==> src/rtl/mesh_pkg.sv <==
// Shared definitions for the mesh edge terminals: packet header layout,
// receive FSM states and a saturating counter helper.
package mesh_pkg;

  localparam int NXT_JUMP_W = 8;
  localparam int ID_W       = 4;
  localparam int HDR_W      = NXT_JUMP_W + 2 * ID_W + 1;

  typedef enum logic [1:0] {IDLE, POP, GAP} term_rx_state_t;

  typedef struct packed {
    logic [NXT_JUMP_W-1:0] nxt_jump;
    logic [ID_W-1:0]       id_row;
    logic [ID_W-1:0]       id_col;
    logic                  mode;
  } mesh_hdr_t;

  function automatic logic [15:0] sat_inc(input logic [15:0] value);
    return (value == 16'hFFFF) ? value : value + 16'd1;
  endfunction

endpackage

==> src/rtl/mesh_term_fifo.sv <==
// Small synchronous FIFO for the terminal receive buffer; the head entry is
// read straight from the storage registers so it never depends on the pop input.
module mesh_term_fifo #(
  parameter int width = 41,
  parameter int depth = 4
) (
  input  logic             clk,
  input  logic             reset,
  input  logic             push,
  input  logic [width-1:0] push_data,
  input  logic             pop,
  output logic [width-1:0] head,
  output logic             full,
  output logic             empty
);

  localparam int AW = $clog2(depth);
  localparam logic [AW:0] FULL_CNT = (AW+1)'(depth);

  logic [width-1:0] mem [depth];
  logic [AW-1:0]    wr_ptr;
  logic [AW-1:0]    rd_ptr;
  logic [AW:0]      count;
  logic             do_push;
  logic             do_pop;

  assign do_push = push && !full;
  assign do_pop  = pop && !empty;

  // Pointers wrap naturally because depth is a power of two.
  always_ff @(posedge clk or negedge reset) begin
    if (!reset) begin
      for (int i = 0; i < depth; i++) mem[i] <= '0;
      wr_ptr <= '0;
      rd_ptr <= '0;
      count  <= '0;
    end else begin
      if (do_push) begin
        mem[wr_ptr] <= push_data;
        wr_ptr      <= wr_ptr + 1'b1;
      end
      if (do_pop) rd_ptr <= rd_ptr + 1'b1;
      case ({do_push, do_pop})
        2'b10:   count <= count + 1'b1;
        2'b01:   count <= count - 1'b1;
        default: ;
      endcase
    end
  end

  assign head  = mem[rd_ptr];
  assign full  = (count == FULL_CNT);
  assign empty = (count == '0);

endmodule

==> src/rtl/mesh_terminal_rx.sv <==
// Receive-side terminal for one mesh edge port: drains the mesh output FIFO,
// flags misrouted packets and buffers them for a valid/ready host.
module mesh_terminal_rx
  import mesh_pkg::*;
#(
  parameter int pckg_sz    = 40,
  parameter int fifo_depth = 4,
  parameter int ROWS       = 4,
  parameter int COLUMS     = 4,
  parameter int SELF_ROW   = 0,
  parameter int SELF_COL   = 1,
  parameter logic [pckg_sz-18:0] bdcst = {1'b0, {(pckg_sz-18){1'b1}}}
) (
  input  logic               clk,
  input  logic               reset,
  input  logic               pndng,
  input  logic [pckg_sz-1:0] data_out,
  output logic               pop,
  output logic [pckg_sz-1:0] host_data,
  output logic               host_misroute,
  output logic               host_valid,
  input  logic               host_ready,
  output logic [15:0]        rx_count,
  output logic [15:0]        err_count
);

  localparam int PAY_W = pckg_sz - 17;
  // Terminal ids live on the (ROWS+2) x (COLUMS+2) ring around the mesh.
  localparam logic [ID_W-1:0] SELF_ROW_ID = ID_W'(SELF_ROW % (ROWS + 2));
  localparam logic [ID_W-1:0] SELF_COL_ID = ID_W'(SELF_COL % (COLUMS + 2));

  term_rx_state_t     state;
  mesh_hdr_t          hdr;
  logic [PAY_W-1:0]   payload;
  logic               misroute;
  logic               capture;
  logic               fifo_full;
  logic               fifo_empty;
  logic [pckg_sz:0]   fifo_head;
  logic               unused_hdr_bits;

  assign hdr             = data_out[pckg_sz-1 -: HDR_W];
  assign payload         = data_out[PAY_W-1:0];
  assign unused_hdr_bits = ^{hdr.nxt_jump, hdr.mode};
  assign misroute        = !(hdr.id_row == SELF_ROW_ID && hdr.id_col == SELF_COL_ID)
                           && (payload != bdcst);
  assign capture         = (state == POP);

  // Capture sequencer; the GAP state gives the mesh port a cycle to
  // present its next head packet after the dequeue strobe.
  always_ff @(posedge clk or negedge reset) begin
    if (!reset) begin
      state <= IDLE;
      pop   <= 1'b0;
    end else begin
      case (state)
        IDLE: begin
          if (pndng && !fifo_full) begin
            state <= POP;
            pop   <= 1'b1;
          end
        end
        POP: begin
          state <= GAP;
          pop   <= 1'b0;
        end
        default: begin
          state <= IDLE;
          pop   <= 1'b0;
        end
      endcase
    end
  end

  always_ff @(posedge clk or negedge reset) begin
    if (!reset) begin
      rx_count  <= '0;
      err_count <= '0;
    end else if (capture) begin
      rx_count <= sat_inc(rx_count);
      if (misroute) err_count <= sat_inc(err_count);
    end
  end

  mesh_term_fifo #(
    .width (pckg_sz + 1),
    .depth (fifo_depth)
  ) u_fifo (
    .clk       (clk),
    .reset     (reset),
    .push      (capture),
    .push_data ({misroute, data_out}),
    .pop       (host_valid && host_ready),
    .head      (fifo_head),
    .full      (fifo_full),
    .empty     (fifo_empty)
  );

  assign host_valid    = !fifo_empty;
  assign host_data     = fifo_head[pckg_sz-1:0];
  assign host_misroute = fifo_head[pckg_sz];

endmodule

==> config.mk <==
export PLATFORM = sky130hd
export DESIGN_NAME = mesh_terminal_rx
export DESIGN_NICKNAME = d
export VERILOG_FILES = /design/src/rtl/mesh_pkg.sv /design/src/rtl/mesh_term_fifo.sv /design/src/rtl/mesh_terminal_rx.sv
export SDC_FILE = /design/constraint.sdc
export NUM_CORES = 1
export LEC_CHECK = 0
export CAP_MARGIN = 20
export CELL_PAD_IN_SITES_DETAIL_PLACEMENT = 0
export CELL_PAD_IN_SITES_GLOBAL_PLACEMENT = 1
export CORE_ASPECT_RATIO = 0.75
export CORE_UTILIZATION = 23
export CTS_BUF_LIST = sky130_fd_sc_hd__clkbuf_8
export DETAILED_ROUTE_END_ITERATION = 8
export PLACE_DENSITY = 0.47
export SLEW_MARGIN = 25
export SYNTH_ARGS = -nofsm -noshare
export SYNTH_HDL_FRONTEND = slang
export SYNTH_SLANG_ARGS = --single-unit
==> constraint.sdc <==
create_clock -name clk -period 2.3 [get_ports clk]
set_input_delay 0.46 -clock clk [delete_from_list [all_inputs] [get_ports clk]]
set_output_delay 0.46 -clock clk [all_outputs]
set_load 0.05 [all_outputs]
== Word-level counts from Yosys, hierarchy flattened ==
Index checks and enable logic that the tools add are counted.

* $add $sub $neg: 6
* Multiplexer cells: 11
* Bitwise gates (word level): 4
* Reduce and logical (&&, ||, !) cells: 16
* Order comparisons: 3
* Equality and inequality tests: 9

{| class="wikitable"
|+ Operators with widths
! operator !! count
|-
| $bwmux 164 || 1
|-
| $mux 41 || 3
|-
| $bmux 41 s2 || 1
|-
| $demux 41 s2 || 1
|-
| $add 16x1->16 const B || 2
|-
| $eq 16x16->1 const B || 2
|-
| $ne 23x22->1 const B || 1
|-
| $logic_and 1x1->1 || 7
|-
| $ge 3x3->1 const B || 2
|-
| $not 2->3 || 2
|-
| $pmux 3 s2 || 1
|-
| $add 2x1->2 const B || 2
|-
| $eq 2x1->1 const B || 2
|-
| $eq 4x1->1 const B || 1
|-
| $logic_not 4->1 || 1
|-
| $pmux 2 s2 || 1
|-
| $add 3x1->3 const B || 1
|-
| $eq 3x3->1 const B || 1
|-
| $logic_not 1->1 || 3
|-
| $logic_not 3->1 || 1
|-
| $lt 3x1->1 const B || 1
|-
| $reduce_and 3->1 || 1
|-
| $sub 3x1->3 const B || 1
|-
| $eq 2x2->1 const B || 1
|-
| other kinds (7) || 9
|}

* Bits in registers: 206
* Logic and storage cells: 60
* Input bits: 44
* Output and inout bits: 75

== Longest topological paths before layout ==
Gate-level depths: netlist of the first run.

* Depth after elaboration: 6
* Gate-level depth with buffers: 9
* Depth with buffers taken out: 9

== Cells and area by module ==
Synthesis of the first run repeated with hierarchy kept, for this count alone.

* Cell total of the unflattened synthesis: 594
* Area total of the unflattened synthesis: 9225.1 um^2

{| class="wikitable"
|+ Modules (own cells, without submodules)
! module !! area an instance (um^2) !! times used !! cells each
|-
| mesh_term_fifo || 7526.0 || 1 || 435
|-
| mesh_terminal_rx || 1699.1 || 1 || 159
|}

== Worst setup path after synthesis of the first run ==
No wires, ideal clock.

* Path kind: register to register
* From: register u_fifo.count[0]
* To: register u_fifo.count[2]
* Clock period less this slack: 2152 ps
* Arrival time: 2025 ps
* Setup time: 127 ps
* Path slack: 148 ps
* Buffers on the path: 0
* Cell stages (with the launch flop): 9
* Cell sequence: dfrtp_1 -> or3_1 -> and2_1 -> ha_1 -> inv_1 -> fa_1 -> xor2_1 -> nor2_1 -> xor2_1

* Cells in the longest elaborated chain, start to end: 6
* Elaborated cells on any way between the ends: 13

{| class="wikitable"
|+ Ends and longest elaborated chain
! item !! line !! source
|-
| start, declared || mesh_term_fifo.sv:23 || <nowiki>logic [AW:0] count;</nowiki>
|-
| start signal, assigned || mesh_term_fifo.sv:44 || <nowiki>2'b10: count <= count + 1'b1;</nowiki>
|-
| start signal, assigned || mesh_term_fifo.sv:45 || <nowiki>2'b01: count <= count - 1'b1;</nowiki>
|-
| $logic_not 3->1 * || mesh_term_fifo.sv:53 || <nowiki>assign empty = (count == '0);</nowiki>
|-
| $logic_not 1->1 * || mesh_terminal_rx.sv:99 || <nowiki>assign host_valid = !fifo_empty;</nowiki>
|-
| via host_valid || mesh_terminal_rx.sv:21 || <nowiki>output logic host_valid,</nowiki>
|-
| $logic_and 1x1->1 || mesh_terminal_rx.sv:93 || <nowiki>.pop (host_valid && host_ready),</nowiki>
|-
| $logic_and 1x1->1 * || mesh_term_fifo.sv:28 || <nowiki>assign do_pop = pop && !empty;</nowiki>
|-
| via u_fifo.do_pop || mesh_term_fifo.sv:25 || <nowiki>logic do_pop;</nowiki>
|-
| $eq 2x1->1 or $eq 2x2->1 (tied branches) || mesh_term_fifo.sv:43 || <nowiki>case ({do_push, do_pop})</nowiki>
|-
| $pmux 3 s2 or $reduce_bool 2->1 (tied branches) || -- ||
|}

Mark *: on every way through the listed nets, which the timed path passes. The rest lies on a longest branch.
A chain may end at the register's enable or synchronous reset.

== Final worst setup path of the first run ==
* From: register u_fifo.rd_ptr[0]
* To: output port host_data[14]

* Cells in the longest elaborated chain, start to end: 4

{| class="wikitable"
|+ Ends and longest elaborated chain
! item !! line !! source
|-
| start, declared || mesh_term_fifo.sv:22 || <nowiki>logic [AW-1:0] rd_ptr;</nowiki>
|-
| start signal, assigned || mesh_term_fifo.sv:42 || <nowiki>if (do_pop) rd_ptr <= rd_ptr + 1'b1;</nowiki>
|-
| $not 2->3 (implied by the code) || mesh_term_fifo.sv:51 || <nowiki>assign head = mem[rd_ptr];</nowiki>
|-
| $bmux 41 s2 || mesh_term_fifo.sv:51 ||
|-
| $mux 41 (implied by the code) (2 in series) || mesh_term_fifo.sv:51 ||
|-
| end, declared || mesh_terminal_rx.sv:19 || <nowiki>output logic [pckg_sz-1:0] host_data,</nowiki>
|}

No other way between the ends. The select of a mux whose other input is x is not followed.

==> results of run 1 <==
worst max-delay path by stage:
stage	end	slack, ps	depth (start not counted)
final	host_data[14]	-200	4
after CTS	host_data[10]	-270	3
after detailed placement	err_count[1]$_DFFE_PN0P_	-250	6
after floorplan	u_fifo.count[2]$_DFFE_PN0P_	150	8
after global placement	err_count[1]$_DFFE_PN0P_	-210	6
after global routing	host_data[10]	-290	4
through the flow:
| stage | instance area, um2 | setup slack [ps] | hold slack, ps |
|---|---|---|---|
| after global routing | 12500 | -285 | 481 |
| after detailed placement | 11400 | -255 | 473 |
| after CTS | 12300 | -272 | 456 |
| after global placement | 11400 | -210 | 461 |
| final | 12500 | -200 | 477 |
| after floorplan | 9150 | 148 | 164 |
registers in the layout, indices dropped and copies added (netlist names):
register,flops
state,2
rx_count,16
u_fifo.count,3
u_fifo.wr_ptr,2
err_count,16
u_fifo.rd_ptr,2
u_fifo.mem,164
Yosys cell counts (3+ instances only):
master | n | share of area [%]
xnor2_1 | 24 | 2.3
xor2_1 | 10 | 0.96
nand2_1 | 22 | 0.90
ha_1 | 7 | 0.96
mux2_2 | 161 | 20
and2_1 | 3 | 0.21
dfrtp_1 | 205 | 56
mux4_2 | 41 | 10
o21ai_0 | 5 | 0.27
and4_1 | 4 | 0.38
nand4_1 | 15 | 1.0
nand3_1 | 11 | 0.60
and3_1 | 6 | 0.41
nor2_1 | 11 | 0.45
buf_2 | 20 | 1.1
inv_1 | 6 | 0.25
clkbuf_1 | 7 | 0.29
critical path, stage by stage (launching register included):
cell,delay (ps)
dfrtp_4,470
buf_6,130
buf_12,130
mux4_2,560
buf_12,180
per-layer routing:
layer	track usage (%)	routed length (um)	vias to the layer above
li1	-	-	2543
met1	16.0	11000	2985
met2	20.2	11700	127
met3	3.33	1220	51
met4	4.08	545	2
met5	0	13	-
power groups by stage:
stage          registers [W]  logic, W  clock network (W)
3_3_place_gp         0.00618    0.0106                  0
2_1_floorplan        0.00627   0.00680                  0
3_5_place_dp         0.00637    0.0108                  0
6_report             0.00627    0.0113            0.00347
5_1_grt              0.00650    0.0120            0.00380
4_1_cts              0.00629    0.0112            0.00364
cells by family (layout without fill, tap and decap cells):
family | count (synthesis) | after routing
AND/OR/NAND/NOR | 92 | 92
adder cells (fa/ha/maj) | 8 | 8
flip-flops | 205 | 205
multiplexers | 205 | 205
buffers and inverters | 34 | 238
XOR/XNOR | 34 | 34
AO/OA/AOI/OAI | 12 | 12
layout make-up:
cell class	instances	area share (%)
Tap cell	512	5.14
Timing Repair Buffer	167	16.3
Sequential cell	205	41.3
Clock inverter	18	0.914
Multi-Input combinational cell	351	31.1
Inverter	7	0.211
Clock buffer	46	5.08
placed cells by master, fill, tap and decap left out, types with 4 or more instances in the layout:
cell / count
nand2_1: 18
mux4_2: 41
dlymetal6s2s_1: 12
buf_4: 25
o21ai_0: 5
dlygate4sd2_1: 18
and3_1: 6
buf_12: 31
and4_1: 4
mux2_2: 161
clkdlybuf4s50_1: 45
xnor2_1: 24
dfrtp_1: 203
nor2_1: 11
clkbuf_8: 47
nand3_1: 11
ha_1: 7
xor2_1: 10
inv_1: 16
nand2_2: 5
buf_6: 27
nand4_1: 15
repair_timing:
action                                 in CTS  in global routing
hold buffers                                1                  0
gates resized for setup                    48                 19
cloned                                      0                  3
endpoints found under the hold margin      52                  0
setup buffers                               3                  6
setup endpoints to repair                  60                 53
==> reports/metrics.yaml, run 1 <==
run_status:
  status: "complete, but fails checks"
  violations: "setup timing"
floorplan:
  io_pins: 119
  die_y_um: 175
  fp.dieW_um: 232
  rows: 62
  die-area_um2: 40600
  initial_utilization_pct: 23.6
  coreArea_um2: 38700
synth:
  postSynthCellCount: 590
  yosysWarnings: 0
  seq_area_frac_synth_pct: 56.1
  synth_mux_area_share_pct: 30.3
  synth_top_family_by_area: "multiplexers"
  yosysUniqueCellTypes: 43
  synthSimpleGateAreaFrac_pct: 6.18
  synth_area_um2: 9150
  synth_edf_count: 0
  synthArstFlopShare_pct: 100
  synth-seq-cells: 205
  synthAdderAreaFrac_pct: 1.18
  ys.flop_type: "dfrtp_1"
  synth_xor_area_share_pct: 3.26
  syn_area_per_cell_um2: 15.5
  synth_compound_area_share_pct: 1.33
  syn_nets: 642
cells_and_area:
  multi_input_area_um2: 3870
  seq_area_um2: 5140
  instances_no_fill: 1306
  n_fill_cell: 3775
  num-nets-final: 822
  layout-drive-gt1-share_pct: 46.3
  fin_util_pct: 32.2
  antenna_cells: 0
  area_growth_pct: 36.1
clocking:
  clk_pin_slew_worst_paths_ps: 60
  htreeDepth: 2
  cts-root-buf: "clkbuf_8"
  cts_buffers: 38
  clockBufferDepth: 3
  clk_latency_ps: 560
  cts_sinks: 205
  cts_tree: "built"
power:
  power_density_nw_per_um2: 1690
  seqPwrFrac_pct: 29.8
  p_leak_nw: 5.45
  power.internal_w: 0.0127
  finalPower_w: 0.0211
  p_sw_w: 0.00833
  comb_power_share_pct: 53.8
  peakVddDrop_mv: 0.517
  p_clk_share_pct: 16.5
  switching_share_pct: 39.5
flow_run:
  drv_cap: 0
placement:
  gp_congestion: 0.733
  placed_cells: 1229
  dp_hpwl_um: 15800
  port_buffers: 118
critical_path:
  path_max_fanout: 7
  reg2reg_depth: 8
  r2r_start: "u_fifo.count[2]$_DFFE_PN0P_"
  end_kind: "output port"
  critPathKind: "flip-flop to output port"
  cp.required_ps: 1840
  rrSetupSlack_ps: 220
  start_kind: "flip-flop"
  arrival_ps: 2040
  startpoint: "u_fifo.rd_ptr[0]$_DFFE_PN0P_"
  r2r_end: "u_fifo.count[2]$_DFFE_PN0P_"
sta:
  finalSetupViolCount: 41
  setup_ws_ps: -200
  slew_headroom_pct: 62.9
  rsz0062_at_grt: "yes"
  fmax_mhz: 400
  worst_pin_slew_ps: 556
  finalMaxSlewViolations: 0
  hold_viol: 0
  fin_skew_ps: 30.6
  post-route-period-util_pct: 109
  fin_setup_tns_ps: -6840
  period_minus_slack_ps: 2500
drt:
  routed_wirelength_um: 24600
  route.detailed.drc: 0
  vias: 5708
  post_drt_wl_per_cell_um: 18.8
  drt_iter0_markers: 161
  dr.pass1.iters: 5
  ant_nets: 0
  vias_per_cell: 4.37
global_route:
  antenna_found_initial: 2
  grt_max_degree: 59
  grt_pass1_wl_um: 38400
  grt_pass1_vias: 6584
  gr-total-overflow: 0
  gr-usage-all-layers_pct: 12.4
min_path:
  holdCritPathClass: "input port to async pin"
Note: power is estimated with default switching activity, not from simulation.
==> inputs of run 2 (changes only) <==
--- a/config.mk
+++ b/config.mk
@@ -5,7 +5,6 @@
 export SDC_FILE = /design/constraint.sdc
 export NUM_CORES = 1
 export LEC_CHECK = 0
-export CAP_MARGIN = 20
 export CELL_PAD_IN_SITES_DETAIL_PLACEMENT = 0
 export CELL_PAD_IN_SITES_GLOBAL_PLACEMENT = 1
 export CORE_ASPECT_RATIO = 0.75
==> results of run 2 <==
Same layout as run 1: the final DEF is identical, and so are final timing and power.
